## config.mk

```make
export PLATFORM = sky130hd
export DESIGN_NAME = max7219_spi_tx
export DESIGN_NICKNAME = d
export VERILOG_FILES = /design/src/rtl/max7219_spi_tx.sv
export SDC_FILE = /design/constraint.sdc
export NUM_CORES = 1
export LEC_CHECK = 0
export CAP_MARGIN = 20
export CORE_MARGIN = 4
export CORE_UTILIZATION = 55
export DETAILED_ROUTE_END_ITERATION = 6
export PLACE_DENSITY = 0.8
export SLEW_MARGIN = 40
export SYNTH_ARGS = -nofsm -noshare
export SYNTH_HDL_FRONTEND = slang
export SYNTH_SLANG_ARGS = --single-unit
```

## constraint.sdc

```tcl
create_clock -name clk -period 4.2 [get_ports clk]
set_input_delay 0.42 -clock clk [delete_from_list [all_inputs] [get_ports clk]]
set_output_delay 0.42 -clock clk [all_outputs]
set_load 0.05 [all_outputs]
```

## src/rtl/max7219_spi_tx.sv

```systemverilog
// MAX7219 serial driver: sends the 5-word init sequence after reset, then on
// each start request streams 8 row words {addr 1..8, col} fetched from a font
// provider. Each word is 16 bits MSB first followed by a LOAD-high latch gap.
module max7219_spi_tx #(
  parameter int unsigned CLK_DIV   = 4,     // clk cycles per SCLK half-period, 1..255
  parameter logic [3:0]  INTENSITY = 4'h8   // brightness written to register 0x0A
) (
  input  logic       clk,
  input  logic       rst,
  input  logic       start,
  input  logic [7:0] col,
  output logic       enable,
  output logic       din,
  output logic       sclk,
  output logic       load,
  output logic       busy,
  output logic       done
);

  // INIT is a single setup cycle that loads init word 0; the init words
  // themselves shift through SHIFT/LATCH with init_q set, back to back.
  typedef enum logic [2:0] {INIT, IDLE, FETCH, SHIFT, LATCH} state_t;

  localparam logic [8:0] PH_LAST  = 9'(CLK_DIV - 1);
  localparam logic [8:0] LAT_LAST = 9'(2 * CLK_DIV - 1);

  state_t      state_q, state_d;
  logic [15:0] word_q,  word_d;   // shift register, bit 15 is on din
  logic [3:0]  bit_q,   bit_d;    // bits completed in the current word
  logic [8:0]  div_q,   div_d;    // cycles within a phase (or within LATCH)
  logic        ph_q,    ph_d;     // 0 = sclk low half, 1 = sclk high half
  logic [2:0]  idx_q,   idx_d;    // init word index or row index
  logic        init_q,  init_d;   // words in flight belong to the init sequence
  logic        done_q,  done_d;

  function automatic logic [15:0] init_word(input logic [2:0] i);
    case (i)
      3'd0:    init_word = 16'h0900;                 // decode mode: none
      3'd1:    init_word = {8'h0A, 4'h0, INTENSITY}; // intensity
      3'd2:    init_word = 16'h0B07;                 // scan limit: all 8 digits
      3'd3:    init_word = 16'h0C01;                 // leave shutdown
      default: init_word = 16'h0F00;                 // display test off
    endcase
  endfunction

  // state and datapath registers
  always_ff @(posedge clk) begin
    if (rst) begin
      state_q <= INIT;
      word_q  <= 16'h0000;
      bit_q   <= 4'd0;
      div_q   <= 9'd0;
      ph_q    <= 1'b0;
      idx_q   <= 3'd0;
      init_q  <= 1'b1;
      done_q  <= 1'b0;
    end else begin
      state_q <= state_d;
      word_q  <= word_d;
      bit_q   <= bit_d;
      div_q   <= div_d;
      ph_q    <= ph_d;
      idx_q   <= idx_d;
      init_q  <= init_d;
      done_q  <= done_d;
    end
  end

  // next-state and datapath update
  always_comb begin
    state_d = state_q;
    word_d  = word_q;
    bit_d   = bit_q;
    div_d   = div_q;
    ph_d    = ph_q;
    idx_d   = idx_q;
    init_d  = init_q;
    done_d  = 1'b0;
    case (state_q)
      INIT: begin
        word_d  = init_word(3'd0);
        idx_d   = 3'd0;
        init_d  = 1'b1;
        bit_d   = 4'd0;
        div_d   = 9'd0;
        ph_d    = 1'b0;
        state_d = SHIFT;
      end
      IDLE: begin
        if (start) begin
          idx_d   = 3'd0;
          state_d = FETCH;
        end
      end
      FETCH: begin
        // provider drives col this cycle; row address is 1-based
        word_d  = {4'h0, {1'b0, idx_q} + 4'd1, col};
        bit_d   = 4'd0;
        div_d   = 9'd0;
        ph_d    = 1'b0;
        state_d = SHIFT;
      end
      SHIFT: begin
        if (div_q == PH_LAST) begin
          div_d = 9'd0;
          if (!ph_q) begin
            ph_d = 1'b1;
          end else begin
            ph_d   = 1'b0;
            word_d = {word_q[14:0], 1'b0};
            bit_d  = bit_q + 4'd1;
            if (bit_q == 4'd15) state_d = LATCH;
          end
        end else begin
          div_d = div_q + 9'd1;
        end
      end
      LATCH: begin
        if (div_q == LAT_LAST) begin
          div_d = 9'd0;
          bit_d = 4'd0;
          ph_d  = 1'b0;
          if (init_q) begin
            if (idx_q == 3'd4) begin
              init_d  = 1'b0;
              state_d = IDLE;
            end else begin
              // next init word follows with no gap
              idx_d   = idx_q + 3'd1;
              word_d  = init_word(idx_q + 3'd1);
              state_d = SHIFT;
            end
          end else if (idx_q == 3'd7) begin
            done_d  = 1'b1;
            state_d = IDLE;
          end else begin
            idx_d   = idx_q + 3'd1;
            state_d = FETCH;
          end
        end else begin
          div_d = div_q + 9'd1;
        end
      end
      default: state_d = INIT;
    endcase
  end

  // outputs decode directly from registered state: load high and din low
  // everywhere except while a word is shifting
  assign sclk   = (state_q == SHIFT) && ph_q;
  assign load   = (state_q != SHIFT);
  assign din    = (state_q == SHIFT) && word_q[15];
  assign enable = (state_q == FETCH);
  assign busy   = (state_q != IDLE);
  assign done   = done_q;

endmodule
```

After elaboration in Yosys (flattened, before gate mapping)
Cells that the tools add are included.
Word-level totals
  logic and storage cells: 91
  bits in registers: 38
  output and inout bits: 6
Cells by class
  muxes and demuxes: 38
  equality and inequality tests: 23
  reductions and logical operators: 16
  $add $sub $neg: 4
  bitwise operators: 2
Operators by type and width (number)
  $mux W16: 5
  $pmux W16 S4: 1
  $pmux W11 S4: 1
  $mux W3: 11
  $pmux W9 S3: 1
  $mux W9: 2
  $ne A2 B2 Y1 const B: 7
  $eq A3 B2 Y1 const B: 4
  $mux W4: 3
  $pmux W3 S4: 1
  $pmux W4 S3: 1
  $reduce_and A5 Y1: 2
  $add A9 B1 Y9 const B: 1
  $eq A3 B3 Y1 const B: 3
  $eq A9 B2 Y1 const B: 1
  $eq A9 B3 Y1 const B: 1
  $pmux W3 S3: 1
  $mux W1: 7
  $eq A3 B1 Y1 const B: 2
  $logic_not A3 Y1: 2
  $ne A3 B3 Y1 const B: 2
  $reduce_and A6 Y1: 1
  $reduce_bool A3 Y1: 2
  $add A3 B1 Y4 const B: 1
  17 further kinds: 20

Logic depth before layout (Yosys ltp)
  depth after elaboration: 7
  depth in mapped cells: 9
  mapped depth without buffers: 6

Least setup slack after synthesis
Ideal clock, no wire load.
  path type: register -> register
  from: register state_q[0]
  to: register word_q[0]
  cell stages (with the launch flop): 7
  data arrival time: 2.015 ns
  path buffers: 3
  library setup time: 0.092 ns
  setup slack: 2.093 ns
  clock period less this slack: 2.107 ns
  required time: 4.108 ns
  path through: dfxtp_1 > clkbuf_1 > buf_2 > clkbuf_1 > nor2_1 > nand2_1 > a311oi_4
On the way
  word-level cells in the longest chain between the ends: 3
  elaborated cells on any way between the ends: 12
  those cells by class: eq/ne (8); mux (1); reduce/logical (3)
RTL lines
  start: declaration: line 27  | state_t state_q, state_d;
  start signal: assignment: line 58  | state_q <= state_d;
  $eq A3 B2 Y1 (*)
  net enable: line 12  | output logic enable,
  $reduce_bool A4 Y1 (no source line)
  $reduce_and A6 Y1 (no source line)
  end signal: assignment: line 59  | word_q <= word_d;
  end: declaration: line 28  | logic [15:0] word_q, word_d;
The timed path passes the listed nets; every way through them passes the cells marked *.
A chain may end at the register's enable or synchronous reset.

Worst setup path in the final report
  from: register state_q[2]
  to: output load
On the way
  word-level cells in the longest chain between the ends: 1
RTL lines
  $ne A3 B2 Y1: line 151  | assign load = (state_q != SHIFT);
  end: declaration: line 15  | output logic load,
Every way passes these cells.

==> summary.md <==
| Metric | Value |
|---|---|
| Grt ovf | 0 |
| Top cells by count, synth | dfxtp_1, nand2_1, a21oi_1, nor2_1, nor3_1 |
| Total core area | 4060 um2 |
| Hold_buf cts | 0 |
| Crit path launch type | register |
| Leak Pwr | 0.969 nW |
| Gr usage total | 21.3% |
| Clk sink count | 38 |
| Final design utilization | 64.3% |
| Register area share after synthesis | 32.5% |
| Worst setup EP type | primary output |
| Sw Pwr | between 300 and 400 uW |
| Htree depth | 2 |
| First-pass GRT wire length | 8940 um |
| Setup CP Type | reg2out |
| Final Hold Viols | 0 |
| WHS Endpoint | word_q[8] |
| Most numerous cell in the Yosys netlist | dfxtp_1 |
| Post-cts resize count | 0 |
| Power per cell area | 413 nW/um2 |
| Antenna violations before repair | 0 |
| Top-area cell type share of the netlist area | 32.5% |
| Post-DR wirelength/cell | 16.0 um |
| R2r startpoint | state_q[1] |
| Avg Vias per Cell | roughly 6.3 |
| Setup repair bufs after CTS | 0 |
| Synth Flop Type | dfxtp_1 |
| Ant diodes | 0 |
| #FFs+latches synth | 38 |
| Synth Area in XOR/XNOR | 0% |
| Fin crit period | 2.82 ns |
| Adder-cell share of the synthesized area | 4.82% |
| Filler Cells Inserted | 340 |
| Critical Path Fanout Max | 12 |
| Die area | 5360 um2 |
| Final worst-path cycle share | between 60% and 70% |
| Die X | 73.2 um |
| Remaining antenna violation count | 0 |
| Clk slew on worst S/H paths | 0.08 ns |
| Drt total wl | 5270 um |
| Cell taking the most area after synthesis | dfxtp_1 |
| Post-Synthesis Cells | about 270 |
| Synth Area in Simple Gates | 22.3% |
| HP Start | word_q[8] |
| # DRC | 0 |
| Vias post-DR | 2069 |
| Hold WC Path Type | reg2reg |
| CTS tree | yes |
| Skew final | 0.00961 ns |
| Number of global-route vias before repair | between 1500 and 2000 |
| Multiplexer share of the synthesized area | 9.31% |
| I/O pin count | 17 |
| Clk_lat worst skew | 0.30 ns |
| DP HPWL | 3580 um |
| Iteration-0 DRC count of the detailed router | 178 |
| Critical path data arrival time | 2.40 ns |
| Warnings, synthesis | 0 |
| RSZ-0062 raised after global routing | no |
| Total negative slack | 0 ns |
| Count of nets after finishing | slightly below 300 |
| Max cap viols | 0 |
| First drt pass iteration count | 4 |
| Sw frac | between 20% and 30% |
| Longest Clk Path Bufs | 2 |
| Post-synthesis compound-gate area fraction | 25.3% |
| Row cnt | 23 |
| FF-to-FF setup slack | about 1.8 ns |
| Global placer's final weighted congestion | 0.876 |
| Unique cell type count in the Yosys netlist | 54 |
| Max-slew headroom | 44.3% |
| PnR worst setup slack | 1.38 ns |
| Synthesis-to-layout area growth | 11.6% |
| Part of the power in registers | 38.5% |
| DIE HEIGHT | 73.2 um |
| Hold Path Stages | 2 |
| Clock buffer count from CTS | 5 |
| Design area | 2610 um2 |
| Number of synthesized flops with an enable pin | 0 |
| Dominant cells by area after synthesis | dfxtp_1, mux2i_1, ha_1 |
| Ys async rst share | 0% |
| Clock group share of total power | 35.6% |
| FMAX | 355 MHz |
| Place WS | roughly 1.7 ns |
| Area of placed instances | around 2500 um2 |
| Initial Util | between 50% and 60% |
| Tightest Pin Transition | about 0.83 ns |
| Layout cells sized above 1 | 10.4% |
| IO Port Bufs | 16 |
| Worst R2R End | ph_q |
| CTS root buf | clkbuf_8 |
| Syn Nets | 292 |
| Fin. max-slew vios | 0 |
| Synth Area per Inst | 8.59 um2 |
| Worst reg2reg path depth | 6 |
| Peak VDD IR | between 0.0002 and 0.00025 V |
| Comb pwr share | roughly a quarter |
| Largest family of logic cells by synthesized area | compound AO/OA/AOI/OAI gates |
| Pin count of the biggest net entering global routing | 36 |
| Outcome | completed |
| Required time of the critical path | around 3.8 ns |
| Cell-internal power | 756 uW |
| Post-Syn Area | 2340 um2 |
| Setup Viol. Count Final | 0 |
worst max-delay path by stage:
stage	from	to	slack, ns	cells after the start
final	state_q[2]	load	1.38	4
after CTS	state_q[2]	load	1.40	4
after detailed placement	state_q[2]	load	1.75	4
after floorplan	state_q[0]	word_q[0]	2.09	6
after global routing	state_q[2]	load	1.25	4
after global placement	state_q[2]	load	1.79	4
layout make-up:
| cell class | count | area, um2 | area share [%] |
|---|---|---|---|
| Multi-Input combinational cell | 209 | 1440 | 55.4 |
| Sequential cell | 38 | 761 | 29.2 |
| Timing Repair Buffer | 18 | 175 | 6.72 |
| Clock buffer | 6 | 82.6 | 3.17 |
| Tap cell | 50 | 62.6 | 2.40 |
| Clock inverter | 2 | 60.1 | 2.30 |
| Inverter | 6 | 22.5 | 0.864 |
metrics by stage:
| stage | power [mW] | hold slack (ns) | std cells |
|---|---|---|---|
| 2_1_floorplan | 0.654 | 0.430 | 272 |
| 3_3_place_gp | 0.693 | 0.453 | 321 |
| 3_5_place_dp | 0.698 | 0.452 | 321 |
| 4_1_cts | 1.09 | 0.464 | 329 |
| 5_1_grt | 1.13 | 0.491 | 329 |
| 6_report | 1.08 | 0.459 | 329 |
power by group through the flow:
| stage | Clock [mW] | Combinational [mW] | Sequential [mW] |
|---|---|---|---|
| global route | 0.405 | 0.302 | 0.419 |
| global placement | 0 | 0.272 | 0.421 |
| detailed placement | 0 | 0.275 | 0.423 |
| CTS | 0.392 | 0.278 | 0.414 |
| finish | 0.384 | 0.279 | 0.415 |
| floorplan | 0 | 0.242 | 0.412 |
placed cells by master, fill, tap and decap left out, types with 9 or more instances in the layout:
cell             instances
dfxtp_1                 38
nand2_1                 22
a21oi_1                 19
ha_1                     9
nor2_1                  17
nor3_1                  17
clkdlybuf4s50_1         16
a31oi_1                 13
mux2i_1                 15
nand3_1                 14
critical path: stages (launching register included):
cell and delay [ns]:
dfxtp_1 0.52, and2b_1 0.29, and2_1 0.30, inv_2 0.17, clkdlybuf4s50_1 0.82
state kept, by name, indices dropped and copies added, names as in the netlist:
name and flops:
state_q 3, ph_q 1, div_q 9, done 1, word_q 16, init_q 1, idx_q 3, bit_q 4
cells by family (layout without fill, tap and decap cells):
kind of cell | Yosys count | after routing
mux | 21 | 21
flops | 38 | 38
simple gates | 99 | 99
buf+inv | 25 | 32
compound gates | 80 | 80
fa+ha+maj | 9 | 9
layer usage:
metal,vias to the layer above,GRT usage [%],routed length (um)
li1,1025,-,-
met1,997,29.1,2540
met2,42,33.2,2450
met3,5,4.68,222
met4,0,6.76,57
met5,-,0,0
(Power assumes the default switching activity.)
